## src/rtl/regfile_psr.sv

```systemverilog
// Register file with two combinational read ports, one write port and a masked processor status register.
// Optional write-through forwarding on the read ports when REGFILE_BYPASS_EN is defined.
module regfile_psr #(
  parameter int unsigned DATA_W = 16,
  parameter int unsigned ADDR_W = 4
) (
  input  logic              clk,
  input  logic              reset_n,
  input  logic [ADDR_W-1:0] raddr_a,
  input  logic [ADDR_W-1:0] raddr_b,
  output logic [DATA_W-1:0] rdata_a,
  output logic [DATA_W-1:0] rdata_b,
  input  logic              wr_en,
  input  logic [ADDR_W-1:0] waddr,
  input  logic [DATA_W-1:0] wdata,
  input  logic              flag_auto,
  input  logic [7:0]        flag_wr_mask,
  input  logic [7:0]        flag_in,
  output logic [7:0]        psr,
  output logic              carry,
  output logic [7:0]        wr_count
);

  localparam int unsigned NUM_REGS = 2 ** ADDR_W;
  localparam int unsigned PSR_W    = 8;
  localparam int unsigned CNT_W    = 8;
  // Implemented flag bits: N, Z, F, L, C; bits 1, 3, 4 are reserved and stay zero.
  localparam logic [PSR_W-1:0] PSR_VALID = 8'hE5;
  localparam int unsigned Z_BIT = 6;
  localparam int unsigned N_BIT = 7;

  logic [DATA_W-1:0] regs [NUM_REGS];
  logic [PSR_W-1:0]  psr_d;
  logic              auto_upd;

  // Register array storage.
  always_ff @(posedge clk or negedge reset_n) begin
    if (!reset_n) begin
      for (int unsigned i = 0; i < NUM_REGS; i++) begin
        regs[i] <= '0;
      end
    end else if (wr_en) begin
      regs[waddr] <= wdata;
    end
  end

`ifdef REGFILE_BYPASS_EN
  // Write-through forwarding, independently per port.
  always_comb begin
    rdata_a = regs[raddr_a];
    rdata_b = regs[raddr_b];
    if (wr_en && (raddr_a == waddr)) rdata_a = wdata;
    if (wr_en && (raddr_b == waddr)) rdata_b = wdata;
  end
`else
  always_comb begin
    rdata_a = regs[raddr_a];
    rdata_b = regs[raddr_b];
  end
`endif

  // Next PSR: auto Z/N derivation first, explicit mask overrides it.
  always_comb begin
    auto_upd = wr_en & flag_auto;
    psr_d    = psr;
    if (auto_upd) begin
      psr_d[Z_BIT] = (wdata == '0);
      psr_d[N_BIT] = wdata[DATA_W-1];
    end
    psr_d = (psr_d & ~flag_wr_mask) | (flag_in & flag_wr_mask);
    psr_d = psr_d & PSR_VALID;
  end

  always_ff @(posedge clk or negedge reset_n) begin
    if (!reset_n) begin
      psr <= '0;
    end else begin
      psr <= psr_d;
    end
  end

  assign carry = psr[0];

  // Saturating write counter.
  always_ff @(posedge clk or negedge reset_n) begin
    if (!reset_n) begin
      wr_count <= '0;
    end else if (wr_en && (wr_count != {CNT_W{1'b1}})) begin
      wr_count <= wr_count + CNT_W'(1);
    end
  end

endmodule
```

## config.mk

```make
export PLATFORM = sky130hd
export DESIGN_NAME = regfile_psr
export DESIGN_NICKNAME = d
export VERILOG_FILES = /design/src/rtl/regfile_psr.sv
export SDC_FILE = /design/constraint.sdc
export NUM_CORES = 1
export LEC_CHECK = 0
export CAP_MARGIN = 20
export CORE_ASPECT_RATIO = 1.2
export CORE_MARGIN = 1.5
export CORE_UTILIZATION = 55
export CTS_BUF_LIST = sky130_fd_sc_hd__clkbuf_8
export DETAILED_ROUTE_END_ITERATION = 8
export PLACE_DENSITY = 0.78
export SLEW_MARGIN = 0
export SYNTH_ARGS = -nofsm -noshare
export SYNTH_HDL_FRONTEND = slang
export SYNTH_SLANG_ARGS = --single-unit
export TNS_END_PERCENT = 100
```

## constraint.sdc

```tcl
create_clock -name clk -period 1.6 [get_ports clk]
set_input_delay 0.16 -clock clk [delete_from_list [all_inputs] [get_ports clk]]
set_output_delay 0.16 -clock clk [all_outputs]
set_load 0.01 [all_outputs]
```

# [Word-level counts from Yosys, hierarchy flattened]
# Cells that the tools add are included.
[totals] register_bits=269
[classes] addsub=1 n_lt_le_gt_ge=4 eq_ne=1 muxes=10 n_bitwise=8 reduce_logical=3
[op_table] cell="256-bit bitwise mux" n=1
[op_table] cell="16-bit binary-select mux with 4-bit select" n=2
[op_table] cell="16-bit 2-to-1 mux" n=5
[op_table] cell="16-bit demux with 4-bit select" n=1
[op_table] cell="8-bit AND" n=2
[op_table] cell="16-bit zero test" n=1
[op_table] cell="5-bit greater-or-equal comparator, second input constant" n=3
[op_table] cell="4-bit inverter with 5-bit output" n=3
[op_table] cell="8-bit by 1-bit adder with 8-bit output, second input constant" n=1
[op_table] cell="8-bit inequality test, second input constant" n=1
[op_table] cell="8-bit inverter" n=1
[op_table] cell="8-bit OR" n=1
[op_table] cell="5-bit by 1-bit < comparator with 1-bit output, second input constant" n=1
[op_table] cell="1-bit logical AND" n=2
[op_table] cell="2-bit 2-to-1 mux" n=1
[op_table] cell="1-bit AND" n=1

# [Logic depth before layout (Yosys ltp)]
[depth] depth_word=6 depth_mapped=6 ltp_nobuf=5

# [Worst setup path before layout]
# Ideal clock, no wire load.
[synth_timing] path_type="input -> output" start="input port raddr_a[0]" end="output port rdata_a[10]" arrival_ns=1.482 required_ns=1.440 slack_ns=-0.042 cell_stages=5 path_buffers=2 path_cell_list="buf_2 buf_2 mux4_2 a22oi_1 nand2_1"
[synth_via] elab_chain_cells=4
[synth_rtl] element="start: declaration" line="9" rtl="input logic [ADDR_W-1:0] raddr_a,"
[synth_rtl] element="4-bit inverter with 5-bit output (not written as such)" line="57" rtl="rdata_a = regs[raddr_a];"
[synth_rtl] element="16-bit binary-select mux with 4-bit select" line="57"
[synth_rtl] element="16-bit 2-to-1 mux (not written as such) (2 in a row)" line="57"
[synth_rtl] element="end: declaration" line="11" rtl="output logic [DATA_W-1:0] rdata_a,"
# No other way between the ends. The select of a mux whose other input is x is not followed.

# [Worst setup path after layout]
[layout_timing] start="register regs[81] (netlist name)" end="output port rdata_a[1]"
[layout_via] elab_chain_cells=3
[layout_rtl] element="start: declaration" line="32" rtl="logic [DATA_W-1:0] regs [NUM_REGS];"
[layout_rtl] element="start signal: indexed assignment" line="43" rtl="regs[waddr] <= wdata;"
[layout_rtl] element="16-bit binary-select mux with 4-bit select" line="57"
[layout_rtl] element="16-bit 2-to-1 mux (not written as such) (2 in a row)" line="57"
# No other way between the ends. The select of a mux whose other input is x is not followed.

==> flow_summary.ini <==
[setup_path]
crit_path_start = regs[81]
crit_required_ns = 1.44
rr_endpoint = wr_count[1]
r2r_setup_slack_ns = 0.13
critPathCaptureType = output pin
cp_max_fo = 3
cp_slowest_cell = mux4_2
cpPeakStageDelay_ns = 0.48
crit_chain = mux4_2 > a22oi_2 > nand2_2 > buf_6
startpoint_type = register
r2r-start = wr_count[0]
path_class = reg -> out
critPathArrivalTime_ns = 1.90
r2r_cells = 5
path_buf_inv = 1
crit_family = multiplexers

[final_layout]
ff_latch_area_mm2 = 0.006731
post-route-util_pct = 69.92
nNetsFinal = 1143
area_delta_synth_final_pct = 24.02
multi_input_area_mm2 = 0.007202
diodes = 0
fillers = 1646
drive_above_1_share_pct = 60.59

[sta]
timing.fmax_mhz = 484.5
finalCritPeriodShare_pct = 129.0
setup_viol_count_final = 32
finalHoldViolCount = 0
hold_slack_ns = 0.1018
slew_violations = 0
rsz0062_at_grt = true
skew_ns = 0.001311
fin_crit_ns = 2.064
fin_ws_ns = -0.4642

[placed_design]
gp_congestion = 0.7897
portBuffers = 87
place_hpwl_um = 24550

[clock_network]
clkSlewWorstSetupHoldPaths_ns = 0.06
cts_tree = built
clock-root-buffer = clkbuf_8
clockBufferDepth = 3
htree_levels = 2
clkLatencyLatePin_ns = 0.55
cts_buffers = 44
clkSinkCount = 269

[route]
ant_nets = 0
dr_total_vias = 9404
dr_wl_met2_um = 20160
drt_pre_antenna_iters = 5
remaining_drc_errors = 0
wl_met3_um = 2286
wl_met1_um = 14170
routed.top_layer = met4
drt-total-wl_um = 38250
wl_per_cell_um = 26.39
drtIter0Drc = 724
vias_per_cell = 6.490

[grt]
grt_max_degree = 58
grt_first_pass_wirelength_um = 60110
grt_use_total_pct = 30.80
grt_pass1_vias = 10280
antenna_found_initial = 0
overflow = 0

[floorplanning]
io-pin-count = 97
dieHeight_um = 177.8
coreArea_mm2 = 0.02483
die-area_mm2 = 0.02642
start_util_pct = 56.38
die_x_um = 148.6
rows = 63

[yosys]
yosysWarnings = 0
synth_seq_cells = 269
syn_area_per_cell_um2 = 15.35
yosysSeqAreaShare_pct = 48.09
syn_area_mm2 = 0.01400
syn_inst = 912
yosysUniqueCellTypes = 40

[power]
power_frac_seq_pct = 45.4
netSwitchingFraction_pct = 28.92
power_frac_clock_pct = 27.1
p_int_mw = 15.11
power.leakage_nw = 7.400
comb_power_share_pct = 27.4
max-vdd-ir-drop_mv = 0.6979
p_per_area_mw_per_mm2 = 1225
p_switching_mw = 6.149

[hold_path]
hp-class = in -> async

[outcome]
violations = negative setup slack
outcome = finished with violations

[run]
maxCapViolCount = 0
## layout by cell type (no fill, tap or decap), types with 3 or more instances in the layout
cell / n
nor2b_2: 4
nor4_1: 3
conb_1: 3
buf_2: 27
mux2_1: 13
mux4_2: 128
buf_6: 7
buf_4: 97
clkdlybuf4s50_1: 36
nand2_1: 36
dfrtp_1: 269
dlygate4sd2_1: 14
clkbuf_8: 55
nand2b_1: 3
nand3_1: 3
inv_1: 18
or3_1: 3
buf_12: 36
a22oi_1: 6
nor2_2: 9
nor2_1: 7
a21oi_1: 6
a22oi_2: 58
nand2_2: 3
mux2_2: 247
## routing by layer
layer  track usage, %  up-vias
li1                 -     3924
met1            37.36     4976
met2            53.95      390
met3            5.578      114
met4            13.37        0
met5                0        -
## how the worst max path moves through the flow
stage	depth (start not counted)	endpoint	slack (ns)
after CTS	4	rdata_a[15]	-0.48
after detailed placement	6	rdata_a[15]	-0.55
final	4	rdata_a[1]	-0.46
after floorplan	5	rdata_b[10]	-0.009
after global placement	6	rdata_a[15]	-0.52
after global routing	4	rdata_a[15]	-0.54
## stage by stage
step	power, mW	cell area, um^2	std cells	worst slack [ns]	TNS [ns]
after floorplan	13.05	14030	914	-0.009097	-0.1417
after CTS	21.20	17270	1445	-0.4819	-13.56
after detailed placement	15.28	16210	1354	-0.5514	-101.24
final	21.26	17360	1449	-0.4642	-13.06
after global routing	22.27	17360	1449	-0.5448	-15.18
after global placement	14.94	16210	1354	-0.5241	-95.19
## power groups by stage
stage / logic, mW / clock network (mW) / registers, mW
global route: 6.24 / 6.16 / 9.86
CTS: 5.74 / 5.87 / 9.60
floorplan: 3.68 / 0 / 9.36
detailed placement: 5.51 / 0 / 9.77
global placement: 5.35 / 0 / 9.60
finish: 5.83 / 5.77 / 9.66
## cell families (layout without fill, tap and decap cells)
kind of cell	after synthesis	count (layout)	share of synthesized area, %
buffers and inverters	86	296	2.824
AO/OA/AOI/OAI	76	76	3.942
XOR/XNOR	1	1	0.06258
other	1	3	0.02679
flip-flops	269	269	48.09
adder cells (fa/ha/maj)	1	1	0.08937
multiplexers	390	390	41.65
AND/OR/NAND/NOR	88	88	3.316
## synth_stat cells, drive strengths merged
master	n	area share (%)
and3	2	0.089
inv	1	0.027
mux4	128	21
mux2i	2	0.14
buf	44	1.7
mux2	260	21
conb	1	0.027
a21oi	6	0.21
a21boi	1	0.054
nor3	1	0.036
xnor2	1	0.063
nor2	16	0.48
nor4	3	0.13
nor2b	6	0.27
nand3	4	0.18
o21a	1	0.054
nand3b	3	0.37
a31oi	2	0.089
a22oi	64	3.4
or4	1	0.054
nor3b	1	0.089
nand2b	3	0.13
o21ai	1	0.036
and2	2	0.089
dfrtp	269	48
a41oi	1	0.063
or3	3	0.13
and4	2	0.13
ha	1	0.089
nand4	2	0.089
clkbuf	41	1.1
nand2	39	1.0
## final cells by class
class / instances / share of cell area (%)
repair buffers: 219 / 12.50
inverters: 1 / 0.02162
clock buffers: 55 / 4.360
well taps: 325 / 2.342
multi-input cells: 559 / 41.48
flip-flops and latches: 269 / 38.77
clock inverters: 21 / 0.5117
## sequential cells by signal, indices dropped and copies added, names as in the netlist, named ones only
signal    count
wr_count      8
regs        256
## what timing repair did
item / CTS / global route
hold buffers: 1 / 0
pin swaps: 67 / 11
hold endpoints to repair: 269 / 0
resized for setup: 198 / 12
cloned: 0 / 0
buffers inserted: 14 / 4
setup endpoints to repair: 46 / 32
Note: power is estimated with default switching activity, not from simulation.
